## config.mk

```make
export PLATFORM = sky130hd
export DESIGN_NAME = alu_operand_stage
export DESIGN_NICKNAME = d
export VERILOG_FILES = /design/src/rtl/alu_operand_stage.sv
export SDC_FILE = /design/constraint.sdc
export NUM_CORES = 1
export LEC_CHECK = 0
export CAP_MARGIN = 20
export CORE_ASPECT_RATIO = 0.6
export CORE_MARGIN = 4
export CORE_UTILIZATION = 52
export CTS_CLUSTER_DIAMETER = 50
export CTS_CLUSTER_SIZE = 10
export DETAILED_ROUTE_END_ITERATION = 10
export PLACE_DENSITY_LB_ADDON = 0.15
export SYNTH_ARGS = -nofsm -noshare
export SYNTH_HDL_FRONTEND = slang
export SYNTH_SLANG_ARGS = --single-unit
```

## constraint.sdc

```tcl
create_clock -name Clk -period 14.4 [get_ports Clk]
set_input_delay 4.32 -clock Clk [delete_from_list [all_inputs] [get_ports Clk]]
set_output_delay 4.32 -clock Clk [all_outputs]
set_load 0.005 [all_outputs]
```

## src/rtl/alu_operand_stage.sv

```systemverilog
// Operand-fetch stage for the LC-3 ALU: decodes ADD/AND/NOT, reads the register file, tracks busy registers.
// Optional debug ports (dbg_sel, dbg_data, stall_cnt) are enabled by defining ALU_OPSTAGE_DBG_EN.
module alu_operand_stage #(
  parameter logic [15:0] RESET_VAL = 16'h0000,
  parameter int unsigned BYPASS    = 1
) (
  input  logic        Clk,
  input  logic        Reset,
  input  logic        in_valid,
  output logic        in_ready,
  input  logic [15:0] IR,
  input  logic        wb_en,
  input  logic [2:0]  wb_dr,
  input  logic [15:0] wb_data,
  output logic        out_valid,
  input  logic        out_ready,
  output logic [15:0] A,
  output logic [15:0] B,
  output logic [1:0]  ALUK,
  output logic [2:0]  DR,
  output logic        err_op
`ifdef ALU_OPSTAGE_DBG_EN
  ,
  input  logic [2:0]  dbg_sel,
  output logic [15:0] dbg_data,
  output logic [15:0] stall_cnt
`endif
);

  typedef enum logic [3:0] {
    OP_ADD = 4'b0001,
    OP_AND = 4'b0101,
    OP_NOT = 4'b1001
  } opcode_e;

  typedef enum logic [1:0] {
    ALU_ADD  = 2'b00,
    ALU_AND  = 2'b01,
    ALU_NOT  = 2'b10,
    ALU_PASS = 2'b11
  } aluk_e;

  logic [15:0] rf_q [8];
  logic [15:0] rf_d [8];
  logic [7:0]  busy_q, busy_d;
  logic        out_valid_q, out_valid_d;
  logic [15:0] a_q, a_d, b_q, b_d;
  logic [1:0]  aluk_q, aluk_d;
  logic [2:0]  dr_q, dr_d;
  logic        err_op_q, err_op_d;

  logic [3:0]  opc;
  logic        is_alu, is_not, sr2_src;
  logic [2:0]  dr_f, sr1, sr2;
  logic        wb_hit1, wb_hit2, haz1, haz2, hazard;
  logic        slot_free, ready, accept, issue;
  logic [15:0] rd1, rd2, b_val;
  logic [1:0]  aluk_val;

  always_comb begin
    opc     = IR[15:12];
    is_not  = (opc == OP_NOT);
    is_alu  = (opc == OP_ADD) || (opc == OP_AND) || is_not;
    dr_f    = IR[11:9];
    sr1     = IR[8:6];
    sr2     = IR[2:0];
    sr2_src = !is_not && !IR[5];
    wb_hit1 = wb_en && (wb_dr == sr1);
    wb_hit2 = wb_en && (wb_dr == sr2);

    // Without forwarding, any source being written this cycle waits for the registered value.
    if (BYPASS != 0) begin
      haz1 = busy_q[sr1] && !wb_hit1;
      haz2 = sr2_src && busy_q[sr2] && !wb_hit2;
    end else begin
      haz1 = busy_q[sr1] || wb_hit1;
      haz2 = sr2_src && (busy_q[sr2] || wb_hit2);
    end
    hazard = haz1 || haz2 || busy_q[dr_f];

    slot_free = !out_valid_q || out_ready;
    ready     = slot_free && !(in_valid && is_alu && hazard);
    accept    = in_valid && ready;
    issue     = accept && is_alu;

    rd1 = ((BYPASS != 0) && wb_hit1) ? wb_data : rf_q[sr1];
    rd2 = ((BYPASS != 0) && wb_hit2) ? wb_data : rf_q[sr2];

    if (is_not)     b_val = '0;
    else if (IR[5]) b_val = {{11{IR[4]}}, IR[4:0]};
    else            b_val = rd2;

    case (opc)
      OP_AND:  aluk_val = ALU_AND;
      OP_NOT:  aluk_val = ALU_NOT;
      default: aluk_val = ALU_ADD;
    endcase
  end

  always_comb begin
    out_valid_d = issue ? 1'b1 : (out_ready ? 1'b0 : out_valid_q);
    a_d         = issue ? rd1      : a_q;
    b_d         = issue ? b_val    : b_q;
    aluk_d      = issue ? aluk_val : aluk_q;
    dr_d        = issue ? dr_f     : dr_q;
    err_op_d    = err_op_q || (accept && !is_alu);

    // Clear first, then set, so an issue to the register being written back keeps it busy.
    busy_d = busy_q;
    if (wb_en) busy_d[wb_dr] = 1'b0;
    if (issue) busy_d[dr_f]  = 1'b1;

    rf_d = rf_q;
    if (wb_en) rf_d[wb_dr] = wb_data;
  end

  always_ff @(posedge Clk or posedge Reset) begin
    if (Reset) begin
      for (int unsigned i = 0; i < 8; i++) rf_q[i] <= RESET_VAL;
      busy_q      <= '0;
      out_valid_q <= 1'b0;
      a_q         <= '0;
      b_q         <= '0;
      aluk_q      <= ALU_ADD;
      dr_q        <= '0;
      err_op_q    <= 1'b0;
    end else begin
      for (int unsigned i = 0; i < 8; i++) rf_q[i] <= rf_d[i];
      busy_q      <= busy_d;
      out_valid_q <= out_valid_d;
      a_q         <= a_d;
      b_q         <= b_d;
      aluk_q      <= aluk_d;
      dr_q        <= dr_d;
      err_op_q    <= err_op_d;
    end
  end

  assign in_ready  = ready;
  assign out_valid = out_valid_q;
  assign A         = a_q;
  assign B         = b_q;
  assign ALUK      = aluk_q;
  assign DR        = dr_q;
  assign err_op    = err_op_q;

`ifdef ALU_OPSTAGE_DBG_EN
  logic [15:0] stall_cnt_q, stall_cnt_d;

  always_comb begin
    stall_cnt_d = stall_cnt_q;
    if (in_valid && !ready && (stall_cnt_q != '1)) stall_cnt_d = stall_cnt_q + 16'd1;
  end

  always_ff @(posedge Clk or posedge Reset) begin
    if (Reset) stall_cnt_q <= '0;
    else       stall_cnt_q <= stall_cnt_d;
  end

  assign dbg_data  = rf_q[dbg_sel];
  assign stall_cnt = stall_cnt_q;
`endif

endmodule

```

# Word level (Yosys, flattened, before mapping)
# Cells that the tools add are included.
[totals] reg_bits=175 latch_bits=0 ram_bits=0 mem_bits_ro=0 in_bits=40 word_cells=93 n_memories=0
[classes] add_sub_neg=0 multipliers=0 div_mod_pow=0 order_cmp=10 eq_ne=5 n_shift=0 muxes=28 n_bitwise=6 n_reduce_logical=29
[op_table] op="$mux 16" count=9
[op_table] op="$bwmux 128" count=1
[op_table] op="$bmux 16 s3" count=2
[op_table] op="$demux 16 s3" count=1
[op_table] op="$lt 3x4->1 const B" count=4
[op_table] op="$mux 8" count=2
[op_table] op="$logic_and 1x1->1" count=15
[op_table] op="$ge 4x4->1 const B" count=3
[op_table] op="$not 3->4" count=3
[op_table] op="$bmux 1 s3" count=3
[op_table] op="$and 8x8->8" count=1
[op_table] op="$not 8->8" count=1
[op_table] op="$or 8x8->8" count=1
[op_table] op="$logic_not 1->1" count=7
[op_table] op="$mux 1" count=7
[op_table] op="$demux 1 s3" count=2
[op_table] op="$eq 3x3->1" count=2
[op_table] op="$ge 3x1->1 const B" count=2
[op_table] op="$logic_or 1x1->1" count=6
[op_table] op="$eq 4x1->1 const B" count=1
[op_table] op="$eq 4x3->1 const B" count=1
[op_table] op="$eq 4x4->1 const B" count=1
[op_table] op="$lt 4x1->1 const B" count=1
[op_table] op="$pmux 2 s2" count=1
[op_table] op="$reduce_bool 2->1" count=1

# Logic depth before layout (Yosys ltp)
[depth] word_depth=13 ltp_mapped=7 depth_no_buf=5

# Worst setup path after synthesis
# No wires, ideal clock.
[synth_timing] path_type="input to output" start="input IR[7]" end="output in_ready" arrival_time_ns=5.698 setup_slack_ns=4.382 stages=6 path_buffers=1 path_cell_list="buf_6 -> mux2_2 -> mux4_2 -> a21oi_4 -> nand2_1 -> a31oi_1"
[synth_between] elab_chain_len=9 word_cells_on_any_way=11 cone_classes="eq/ne: 1; mux: 2; reduce/logical: 8"
[synth_rtl] item="start, declared" line="11" source="input logic [15:0] IR,"
[synth_rtl] item="parallel branches: the longest is 3 deep, another holds $bmux 1 s3"
[synth_rtl] item="$logic_and 1x1->1 (*)" line="73" source="haz1 = busy_q[sr1] && !wb_hit1;"
[synth_rtl] item="$logic_or 1x1->1 (*) (2 in series)" line="79" source="hazard = haz1 || haz2 || busy_q[dr_f];"
[synth_rtl] item="$logic_and 1x1->1 (*)" line="82" source="ready = slot_free && !(in_valid && is_alu && hazard);"
[synth_rtl] item="$logic_not 1->1 (*)" line="82"
[synth_rtl] item="$logic_and 1x1->1 (*)" line="82"
[synth_rtl] item="end, declared" line="10" source="output logic in_ready,"
# Every way passes the cells marked *. The select of a mux whose other input is x is not followed.

# Worst setup path in the final report
# Same ends and word-level chain as after synthesis.

==> run_results.csv <==
group,metric,value,unit
pwr,p_leak,4.657,nW
synth,yosysWarnings,0,
global_route,grt-ovfl-total,0,
final_layout,syn_to_final_growth,17.01,%
cts,ctsHtreeMaxLevel,4,
timing,setup_viol,0,
final_layout,stdcell_count,959,
final_layout,stdcell_area,11010,um^2
die,dieArea,20380,um^2
cts,cts_tree,"built",
routing,drtIter0Drc,487,
setup_path,crit_path_max_fanout,37,
routing,drtAntennaViolNets,0,
cts,cts_sinks,175,
run_status,status,"completed",
final_layout,num-nets-final,752,
final_layout,regArea,4379,um^2
timing,post-route-period-util,79.22,%
timing,fin_hold_ws,0.4816,ns
cts,cts.clk_slew.worst_paths,0.06,ns
synth,syn-mean-instance-area,14.28,um^2
synth,synth_top_cells_by_area,"dfrtp_1 47%, mux2_2 17%, mux4_2 16%",
cts,root_buffer,"clkbuf_16",
final_layout,n_antenna_cell,0,
routing,firstDrtPassIters,5,
timing,rsz0062_at_grt,"no",
timing,tightest_slew,1.155,ns
final_layout,layout-drive-gt1-share,40.97,%
cts,numCtsBuffers,17,
timing,hold_viol,0,
cts,cts_hold_buf,0,
die,start_util,53.91,%
synth,yosysMostFrequentCell,"dfrtp_1",
synth,synth_area_leader_cell,"dfrtp_1",
global_route,antenna_found_initial,1,
timing,period_needed,11.41,ns
synth,postSynthCellCount,659,
cts,insertion_delay,0.43,ns
synth,synth_top_area_share,46.54,%
place,dp.final_hpwl,14.57,mm
synth,synth_common_cells,"175 x dfrtp_1, 142 x mux2_2, 67 x mux4_2",
synth,synthDistinctLibCells,40,
timing,setup_ws,2.993,ns
place,place_area,10340,um^2
die,dieHeight,112.2,um
setup_path,cp.required,10.08,ns
global_route,grt_pass1_wl,38.01,mm
die,fp-row-count,37,
place,place_inst,925,
die,core,17450,um^2
timing,setup_tns,0,ns
die,die_w,181.7,um
setup_path,cp-end-kind,"output port",
timing,skew,0.006122,ns
timing,final_max_slew_viol_count,0,
cts,clock_path_buffers,2,
setup_path,worstSetupStartpointType,"input pin",
cts,cts_setup_buffers,0,
place,globalplace.congestion,0.8150,
flow_run,maxCapViolCount,0,
setup_path,path_class,"in -> out",
pwr,p_per_area,153.9,nW/um^2
synth,synth_edf_count,0,
setup_path,worstPathArrival,7.09,ns
synth,yosysSeqAreaShare,46.54,%
place,place_ws,3.054,ns
final_layout,fillCellCount,1316,
place,io_buffers,79,
synth,netlist_area,9409,um^2
synth,synth-seq-cells,175,
synth,syn_nets,699,
final_layout,multi_input_area,4703,um^2
pwr,vdd_drop_max,0.09306,mV
routing,routed_wl,23.66,mm
worst_hold_path,holdCritPathClass,"reg -> reg",
cts,cts.repair.resized,0,
die,pin_count,80,
routing,post_drt_wl_per_cell,24.67,um
synth,async_flop_share,100.0,%
global_route,grt_pass1_vias,6351,
routing,num_vias,6054,
synth,synth_flop_cell,"dfrtp_1",
timing,max_freq,87.67,MHz
routing,viasPerCell,6.313,
routing,drc_errors,0,
global_route,grt_max_degree,103,
global_route,track_usage,24.23,%
timing,relSlewSlack,22.58,%
## through the flow
stage	util [%]	power, mW
detailed placement	59.24	1.204
finish	63.08	1.694
floorplan	-	1.006
global placement	59.14	1.177
global route	63.08	1.779
CTS	62.88	1.705
## power breakdown
part / switching (mW) / internal [mW] / total [mW]
Clock: 0.192 / 0.306 / 0.497
Sequential: 0.0947 / 0.626 / 0.721
Combinational: 0.157 / 0.319 / 0.476
Total: 0.444 / 1.25 / 1.69
## sequential cells by signal (all words and copies together) (netlist names)
register   count
A             16
rf_q         128
out_valid      1
B             16
err_op         1
ALUK           2
DR             3
busy_q         8
## final timing paths
check,startpoint,to,slack (ns),depth (start not counted)
max,IR[7],in_ready,2.99,7
min,err_op,err_op,0.48,1
max reg2reg,busy_q[7],A[8],11.65,6
min reg2reg,err_op,err_op,0.48,1
max in group asynchronous,Reset,rf_q[7],8.48,3
min in group asynchronous,Reset,rf_q[107],4.45,2
## critical path: stages
cell and delay (ns):
buf_2 0.79, mux2_2 0.42, mux4_2 0.49, a21oi_4 0.23, nand2_1 0.07, a31oi_1 0.20, clkdlybuf4s50_1 0.53
## logic make-up after synthesis
| logic type | count (synthesis) | synth area share [%] |
|---|---|---|
| flip-flops | 175 | 46.54 |
| multiplexers | 273 | 41.33 |
| AND/OR/NAND/NOR | 63 | 3.750 |
| AO/OA/AOI/OAI | 65 | 4.242 |
| XOR/XNOR | 6 | 0.5585 |
| buffers and inverters | 77 | 3.577 |
## metal layers
layer / global-route usage [%] / share of wire (%) / vias to the layer above
li1: - / - / 2589
met1: 35.94 / 45 / 3173
met2: 36.55 / 46 / 258
met3: 5.602 / 7.9 / 32
met4: 6.147 / 1.3 / 2
met5: 0 / 0.068 / -
## area by class of cell
cell class	instances	share of cell area, %
multi-input combinational	407	42.72
sequential	175	39.78
clock inverter	8	1.387
tap	234	2.659
clock buffer	24	4.376
inverter	12	0.4546
timing repair buffer	99	8.626
## placed cells by master (no fill, tap or decap), drive strengths merged, types with 2 or more instances in the layout
master	count
clkbuf	24
nor3	3
nand2b	5
nor2	21
dfrtp	175
nand4b	3
o31ai	14
bufinv	4
buf	23
o21ai	4
clkdlybuf4s50	76
nor3b	2
nand4	5
nor2b	3
nand3	2
nand2	13
a31oi	3
mux4	67
mux2i	36
clkinvlp	2
xnor2	6
o22ai	3
mux2	170
inv	13
a21oi	35
No activity file was read; power rests on OpenSTA's default activity.
